===== src/rtl/instr_mem_loader_pkg.sv =====
// Shared instruction-memory parameters and the loader state encoding.
// Used by the loader, the word assembler and (elsewhere) the PC, fetch
// and instruction memory, so the widths stay consistent across the core.
package instr_mem_loader_pkg;

  localparam int unsigned INSTR_WIDTH    = 72;
  localparam int unsigned BYTE_WIDTH     = 8;
  localparam int unsigned BYTES_PER_WORD = 9;
  localparam int unsigned ADDR_WIDTH     = 8;
  localparam int unsigned DEPTH          = 256;

  // Word counter needs one extra bit so that DEPTH itself is representable.
  localparam int unsigned CNT_WIDTH      = ADDR_WIDTH + 1;
  localparam int unsigned IDX_WIDTH      = $clog2(BYTES_PER_WORD);
  // Bytes that are still needed once the newest byte is appended.
  localparam int unsigned HIST_WIDTH     = INSTR_WIDTH - BYTE_WIDTH;

  typedef enum logic [2:0] {
    IDLE  = 3'd0,
    RECV  = 3'd1,
    WRITE = 3'd2,
    CHECK = 3'd3,
    DONE  = 3'd4
  } loader_state_t;

  // Requested word counts beyond the memory depth are clamped to DEPTH.
  function automatic logic [CNT_WIDTH-1:0] clamp_count(input logic [CNT_WIDTH-1:0] wc);
    if (wc > CNT_WIDTH'(DEPTH)) begin
      return CNT_WIDTH'(DEPTH);
    end
    return wc;
  endfunction

endpackage


===== src/rtl/instr_mem_loader_assembler.sv =====
// instr_word_assembler: shifts handshaken bytes into a 72-bit instruction
// word (first byte ends up in the MSBs), tracks the byte index within the
// word and keeps a running XOR checksum over every assembled byte.
//
// Ports:
//   clk               system clock
//   reset             synchronous active-high reset
//   i_clear           restart assembly for a new load (index, history, checksum)
//   i_shift           a stream byte was handshaken and belongs to a word
//   i_byte            stream byte
//   o_word_next_c     word including i_byte (valid on the completing shift)
//   o_checksum        running XOR of all bytes shifted since the last clear
//   o_word_complete_c this shift supplies the last byte of the word
module instr_word_assembler
  import instr_mem_loader_pkg::*;
(
  input  logic                   clk,
  input  logic                   reset,
  input  logic                   i_clear,
  input  logic                   i_shift,
  input  logic [BYTE_WIDTH-1:0]  i_byte,
  output logic [INSTR_WIDTH-1:0] o_word_next_c,
  output logic [BYTE_WIDTH-1:0]  o_checksum,
  output logic                   o_word_complete_c
);

  // Only the newest 8 bytes need storing: the oldest byte of a full word is
  // taken straight from this history on the completing shift.
  logic [HIST_WIDTH-1:0]  r_hist;
  logic [BYTE_WIDTH-1:0]  r_checksum;
  logic [IDX_WIDTH-1:0]   r_byte_idx;
  logic [INSTR_WIDTH-1:0] w_word_next;
  logic                   w_last_byte;

  assign w_word_next = {r_hist, i_byte};
  assign w_last_byte = (r_byte_idx == IDX_WIDTH'(BYTES_PER_WORD - 1));

  // History shift, byte index and checksum update on each consumed byte.
  always_ff @(posedge clk) begin
    if (reset || i_clear) begin
      r_hist     <= '0;
      r_checksum <= '0;
      r_byte_idx <= '0;
    end else if (i_shift) begin
      r_hist     <= w_word_next[HIST_WIDTH-1:0];
      r_checksum <= r_checksum ^ i_byte;
      r_byte_idx <= w_last_byte ? '0 : r_byte_idx + IDX_WIDTH'(1);
    end
  end

  assign o_word_next_c     = w_word_next;
  assign o_checksum        = r_checksum;
  assign o_word_complete_c = i_shift && w_last_byte;

endmodule


===== src/rtl/instr_mem_loader.sv =====
// instr_mem_loader: fills instruction memory from a byte stream. Every 9
// handshaken bytes form one 72-bit word written to ascending addresses from
// 0; a trailing XOR checksum byte is verified after the last word. The CPU
// is held (cpu_hold) while the load runs.
//
// Ports:
//   clk, reset      clock, synchronous active-high reset
//   start           one-cycle load request (ignored while busy)
//   word_count      words to load, sampled on an accepted start
//   byte_in         stream byte
//   byte_valid      stream byte valid
//   byte_ready      loader accepts a byte this cycle
//   mem_we          instruction memory write strobe (one cycle per word)
//   mem_addr        write address
//   mem_wdata       write data
//   busy            load in progress
//   cpu_hold        processor hold, identical to busy
//   done            one-cycle pulse at the end of a load
//   error           checksum mismatch, sticky until the next accepted start
module instr_mem_loader
  import instr_mem_loader_pkg::*;
(
  input  logic                   clk,
  input  logic                   reset,
  input  logic                   start,
  input  logic [CNT_WIDTH-1:0]   word_count,
  input  logic [BYTE_WIDTH-1:0]  byte_in,
  input  logic                   byte_valid,
  output logic                   byte_ready,
  output logic                   mem_we,
  output logic [ADDR_WIDTH-1:0]  mem_addr,
  output logic [INSTR_WIDTH-1:0] mem_wdata,
  output logic                   busy,
  output logic                   cpu_hold,
  output logic                   done,
  output logic                   error
);

  loader_state_t          r_state;
  logic [CNT_WIDTH-1:0]   r_count;
  logic [ADDR_WIDTH-1:0]  r_addr;
  logic                   r_byte_ready;
  logic                   r_mem_we;
  logic [INSTR_WIDTH-1:0] r_mem_wdata;
  logic                   r_busy;
  logic                   r_done;
  logic                   r_error;

  logic                   w_hs;
  logic                   w_start_ok;
  logic                   w_shift;
  logic                   w_last_word;
  logic                   w_word_complete;
  logic [INSTR_WIDTH-1:0] w_word_next;
  logic [BYTE_WIDTH-1:0]  w_checksum;

  assign w_hs        = byte_valid && r_byte_ready;
  assign w_start_ok  = (r_state == IDLE) && start;
  assign w_shift     = (r_state == RECV) && w_hs;
  assign w_last_word = (CNT_WIDTH'(r_addr) == r_count - CNT_WIDTH'(1));

  instr_word_assembler u_asm (
    .clk               (clk),
    .reset             (reset),
    .i_clear           (w_start_ok),
    .i_shift           (w_shift),
    .i_byte            (byte_in),
    .o_word_next_c     (w_word_next),
    .o_checksum        (w_checksum),
    .o_word_complete_c (w_word_complete)
  );

  // Load sequencer; all outputs are registered and set on state entry.
  always_ff @(posedge clk) begin
    if (reset) begin
      r_state      <= IDLE;
      r_count      <= '0;
      r_addr       <= '0;
      r_byte_ready <= 1'b0;
      r_mem_we     <= 1'b0;
      r_mem_wdata  <= '0;
      r_busy       <= 1'b0;
      r_done       <= 1'b0;
      r_error      <= 1'b0;
    end else begin
      r_mem_we <= 1'b0;
      r_done   <= 1'b0;
      case (r_state)
        IDLE: begin
          if (start) begin
            r_error <= 1'b0;
            r_busy  <= 1'b1;
            r_addr  <= '0;
            r_count <= clamp_count(word_count);
            if (word_count == '0) begin
              r_done  <= 1'b1;
              r_state <= DONE;
            end else begin
              r_byte_ready <= 1'b1;
              r_state      <= RECV;
            end
          end
        end
        RECV: begin
          // The assembler's next-word view already includes this byte.
          if (w_word_complete) begin
            r_byte_ready <= 1'b0;
            r_mem_we     <= 1'b1;
            r_mem_wdata  <= w_word_next;
            r_state      <= WRITE;
          end
        end
        WRITE: begin
          r_byte_ready <= 1'b1;
          if (w_last_word) begin
            r_state <= CHECK;
          end else begin
            r_addr  <= r_addr + ADDR_WIDTH'(1);
            r_state <= RECV;
          end
        end
        CHECK: begin
          // The checksum byte itself is compared, never accumulated.
          if (w_hs) begin
            r_error      <= (byte_in != w_checksum);
            r_byte_ready <= 1'b0;
            r_done       <= 1'b1;
            r_state      <= DONE;
          end
        end
        DONE: begin
          r_busy  <= 1'b0;
          r_state <= IDLE;
        end
        default: begin
          r_byte_ready <= 1'b0;
          r_busy       <= 1'b0;
          r_state      <= IDLE;
        end
      endcase
    end
  end

  assign byte_ready = r_byte_ready;
  assign mem_we     = r_mem_we;
  assign mem_addr   = r_addr;
  assign mem_wdata  = r_mem_wdata;
  assign busy       = r_busy;
  assign cpu_hold   = r_busy;
  assign done       = r_done;
  assign error      = r_error;

endmodule


===== config.mk =====
export PLATFORM = sky130hd
export DESIGN_NAME = instr_mem_loader
export DESIGN_NICKNAME = d
export VERILOG_FILES = /design/src/rtl/instr_mem_loader_pkg.sv /design/src/rtl/instr_mem_loader_assembler.sv /design/src/rtl/instr_mem_loader.sv
export SDC_FILE = /design/constraint.sdc
export NUM_CORES = 1
export LEC_CHECK = 0
export ABC_AREA = 1
export BUFFER_PORTS_ARGS = -buffer_cell sky130_fd_sc_hd__buf_2
export CAP_MARGIN = 20
export CORE_MARGIN = 10
export CORE_UTILIZATION = 30
export CTS_CLUSTER_DIAMETER = 60
export CTS_CLUSTER_SIZE = 28
export DETAILED_ROUTE_END_ITERATION = 7
export GPL_ROUTABILITY_DRIVEN = 0
export SLEW_MARGIN = 20
export SYNTH_ARGS = -nofsm -noshare
export SYNTH_HDL_FRONTEND = slang
export SYNTH_SLANG_ARGS = --single-unit

===== constraint.sdc =====
create_clock -name clk -period 2.7 [get_ports clk]
set_input_delay 0.54 -clock clk [delete_from_list [all_inputs] [get_ports clk]]
set_output_delay 0.54 -clock clk [all_outputs]
set_load 0.005 [all_outputs]

==> flow_metrics.py <==
metrics = {
    "status": {
        "outcome": "completed",
    },
    "floorplanning": {
        "io_pins": 107,
        "start_util": 0.306,
        "dieArea_um2": 28800,
        "rows": 54,
        "core_um2": 22000,
        "die_y_um": 170,
        "dieWidth_um": 170,
    },
    "global_route": {
        "grt_pass1_vias": 5730,
        "grt_overflow": 0,
        "antenna_found_initial": 0,
        "grt_pass1_wl_mm": 29.6,
        "track_usage": 0.126,
        "grt_max_degree": 79,
    },
    "sta": {
        "tns_ps": 0,
        "period_share": 0.746,
        "max_slew_margin": 0.513,
        "rsz0062_at_grt": "no",
        "finalCriticalPeriod_ps": 2010,
        "drv_slew": 0,
        "setup_viol": 0,
        "max_freq_mhz": 497,
        "worstMarginPinSlew_ps": 730,
        "finalHoldViolCount": 0,
        "fin_worst_skew_ps": 16.2,
    },
    "pwr": {
        "pwr-share-clk": 0.408,
        "pwr-share-comb": 0.126,
        "p_per_area_nw_per_um2": 713,
        "intPower_w": 0.00417,
        "switching_power_w": 0.00157,
        "post-layout-total-power_w": 0.00574,
        "switching_share": 0.273,
        "power_frac_seq": 0.466,
        "peakVddDrop_mv": 0.329,
        "p_leak_nw": 3.51,
    },
    "place": {
        "place_area_um2": 7480,
        "hpwl_mm": 12.4,
        "io_buffers": 106,
        "dp.cells": 1241,
    },
    "synthesis": {
        "yosysWarnings": 0,
        "ys_ff_latch": 173,
        "yosys-top-cells-area": "dfxtp_1 (52%), nand2_1 (19%), a21oi_1 (7.1%)",
        "syn-cell-area_um2": 6720,
        "ys_seq_area_frac": 0.515,
        "synth_nets": 921,
        "synth_top_area_frac": 0.515,
        "yosysTopAreaCell": "dfxtp_1",
        "netlist_instances": 896,
        "yosysUniqueCellTypes": 32,
        "syn_area_per_cell_um2": 7.50,
    },
    "clocking": {
        "ctsResizeCount": 0,
        "htreeDepth": 4,
        "cts_max_path_buffers": 2,
        "tritoncts": "done",
        "clk_pin_slew_ps": 60,
        "cts-root-buf": "clkbuf_16",
        "clock-sinks": 173,
        "cts_buffers": 17,
        "cts_hold_buf": 0,
        "cts_setup_buffers": 0,
        "insertion_delay_ps": 430,
    },
    "detailed_routing": {
        "drtIter0Drc": 371,
        "num_vias": 5886,
        "drcViolationCount": 0,
        "firstDrtPassIters": 5,
        "wl_per_cell_um": 14.1,
        "routed_wl_mm": 17.9,
        "ant_nets": 0,
        "via_per_inst": 4.63,
    },
    "critical_path": {
        "criticalPathCategory": "flip-flop to flip-flop",
        "cpPeakStageDelay_ps": 370,
        "cp-end-kind": "flip-flop",
        "start_kind": "flip-flop",
        "path_cells": "inv_1 -> ha_1 -> nand2_1 -> nor2_1 -> nand2_2 -> buf_4 -> clkinv_1 -> o21ai_0 -> a31oi_1",
        "critPathArrivalTime_ps": 2300,
        "crit_fanout": 38,
        "worst_path_max_delay_cell": "dfxtp_1",
        "required_ps": 2990,
    },
    "hold_path": {
        "hp-class": "input pin to flip-flop",
    },
    "finish": {
        "mostFrequentLayoutCell": "nand2_1",
        "final-instance-count-excl-fill": 1272,
        "areaGrowthSynthToFinish_pct": 19.7,
        "final_cell_mix": "nand2_1 (337), dfxtp_1 (173), buf_2 (106)",
        "stdcell_area_um2": 8040,
        "num-nets-final": 1005,
        "fillerInstances": 2319,
        "antenna_cells": 0,
        "drive_above_1_share": 0.172,
    },
    "flow_run": {
        "cap_viol_max_count": 0,
    },
}
[stage by stage]
step	utilization	hold WS, ps	setup WS (ps)
2_1_floorplan	-	436	1030
3_3_place_gp	0.341	454	613
3_5_place_dp	0.341	459	577
4_1_cts	0.366	342	668
5_1_grt	0.366	348	488
6_report	0.366	355	686
[worst max-delay path, delay by kind of cell (launching register included)]
family / cells / cell delay, ps
simple gates: 3 / 250
fa+ha+maj: 1 / 190
buf+inv: 3 / 760
compound gates: 2 / 310
flops: 1 / 370
[final timing paths]
check | startpoint | end | slack, ps | cells after the start
hold reg to reg | mem_wdata[2] | mem_wdata[2] | 470 | 2
hold / removal | byte_in[0] | mem_wdata[0] | 350 | 3
setup reg to reg | u_asm.r_byte_idx[0] | mem_wdata[61] | 690 | 9
setup / recovery | u_asm.r_byte_idx[0] | mem_wdata[61] | 690 | 9
[cell families after synthesis]
kind of cell    share of synthesized area
simple gates                        0.293
flops                               0.515
compound gates                     0.0981
buf+inv                            0.0598
xor+xnor                           0.0261
fa+ha+maj                         0.00745
[flip-flops by register name (all words and copies together), names as in the netlist, 3 cells and up]
signal,count
mem_addr,8
mem_wdata,72
r_count,9
r_state,3
u_asm.o_checksum,8
u_asm.r_byte_idx,4
u_asm.r_hist,64
[layer usage]
| layer | up-vias | routed length, um | GRT usage |
|---|---|---|---|
| li1 | 3048 | - | - |
| met1 | 2698 | 8480 | 0.161 |
| met2 | 127 | 8150 | 0.197 |
| met3 | 13 | 1080 | 0.0386 |
| met4 | 0 | 169 | 0.0416 |
| met5 | - | 0 | 0 |
[synthesized netlist by cell type (all sizes together)]
| master | number |
|---|---|
| nand2 | 342 |
| dfxtp | 173 |
| a21oi | 97 |
| nand3 | 86 |
| inv | 43 |
| buf | 36 |
| nor2 | 36 |
| o21ai | 17 |
| clkbuf | 16 |
| xor2 | 14 |
| o22ai | 6 |
| xnor2 | 6 |
| nand4 | 5 |
| ha | 4 |
| nor3 | 4 |
| nor4 | 3 |
| clkinv | 2 |
| o21a | 2 |
| a211oi | 1 |
| a31oi | 1 |
| o21bai | 1 |
| or2 | 1 |
[layout make-up]
class	instances	area (um^2)	area share
clock buffers	21	470	0.0585
flip-flops and latches	173	3460	0.431
repair buffers	117	638	0.0793
multi-input cells	626	2860	0.356
inverters	45	169	0.0210
well taps	280	350	0.0436
clock inverters	10	90.1	0.0112
[power groups by stage]
stage | sequential [W] | clock [W] | combinational, W
CTS | 0.00267 | 0.00241 | 0.000734
detailed placement | 0.00273 | 0 | 0.000733
floorplan | 0.00272 | 0 | 0.000546
global placement | 0.00273 | 0 | 0.000727
finish | 0.00267 | 0.00234 | 0.000723
global route | 0.00268 | 0.00251 | 0.000831
No activity file was read; power rests on OpenSTA's default activity.
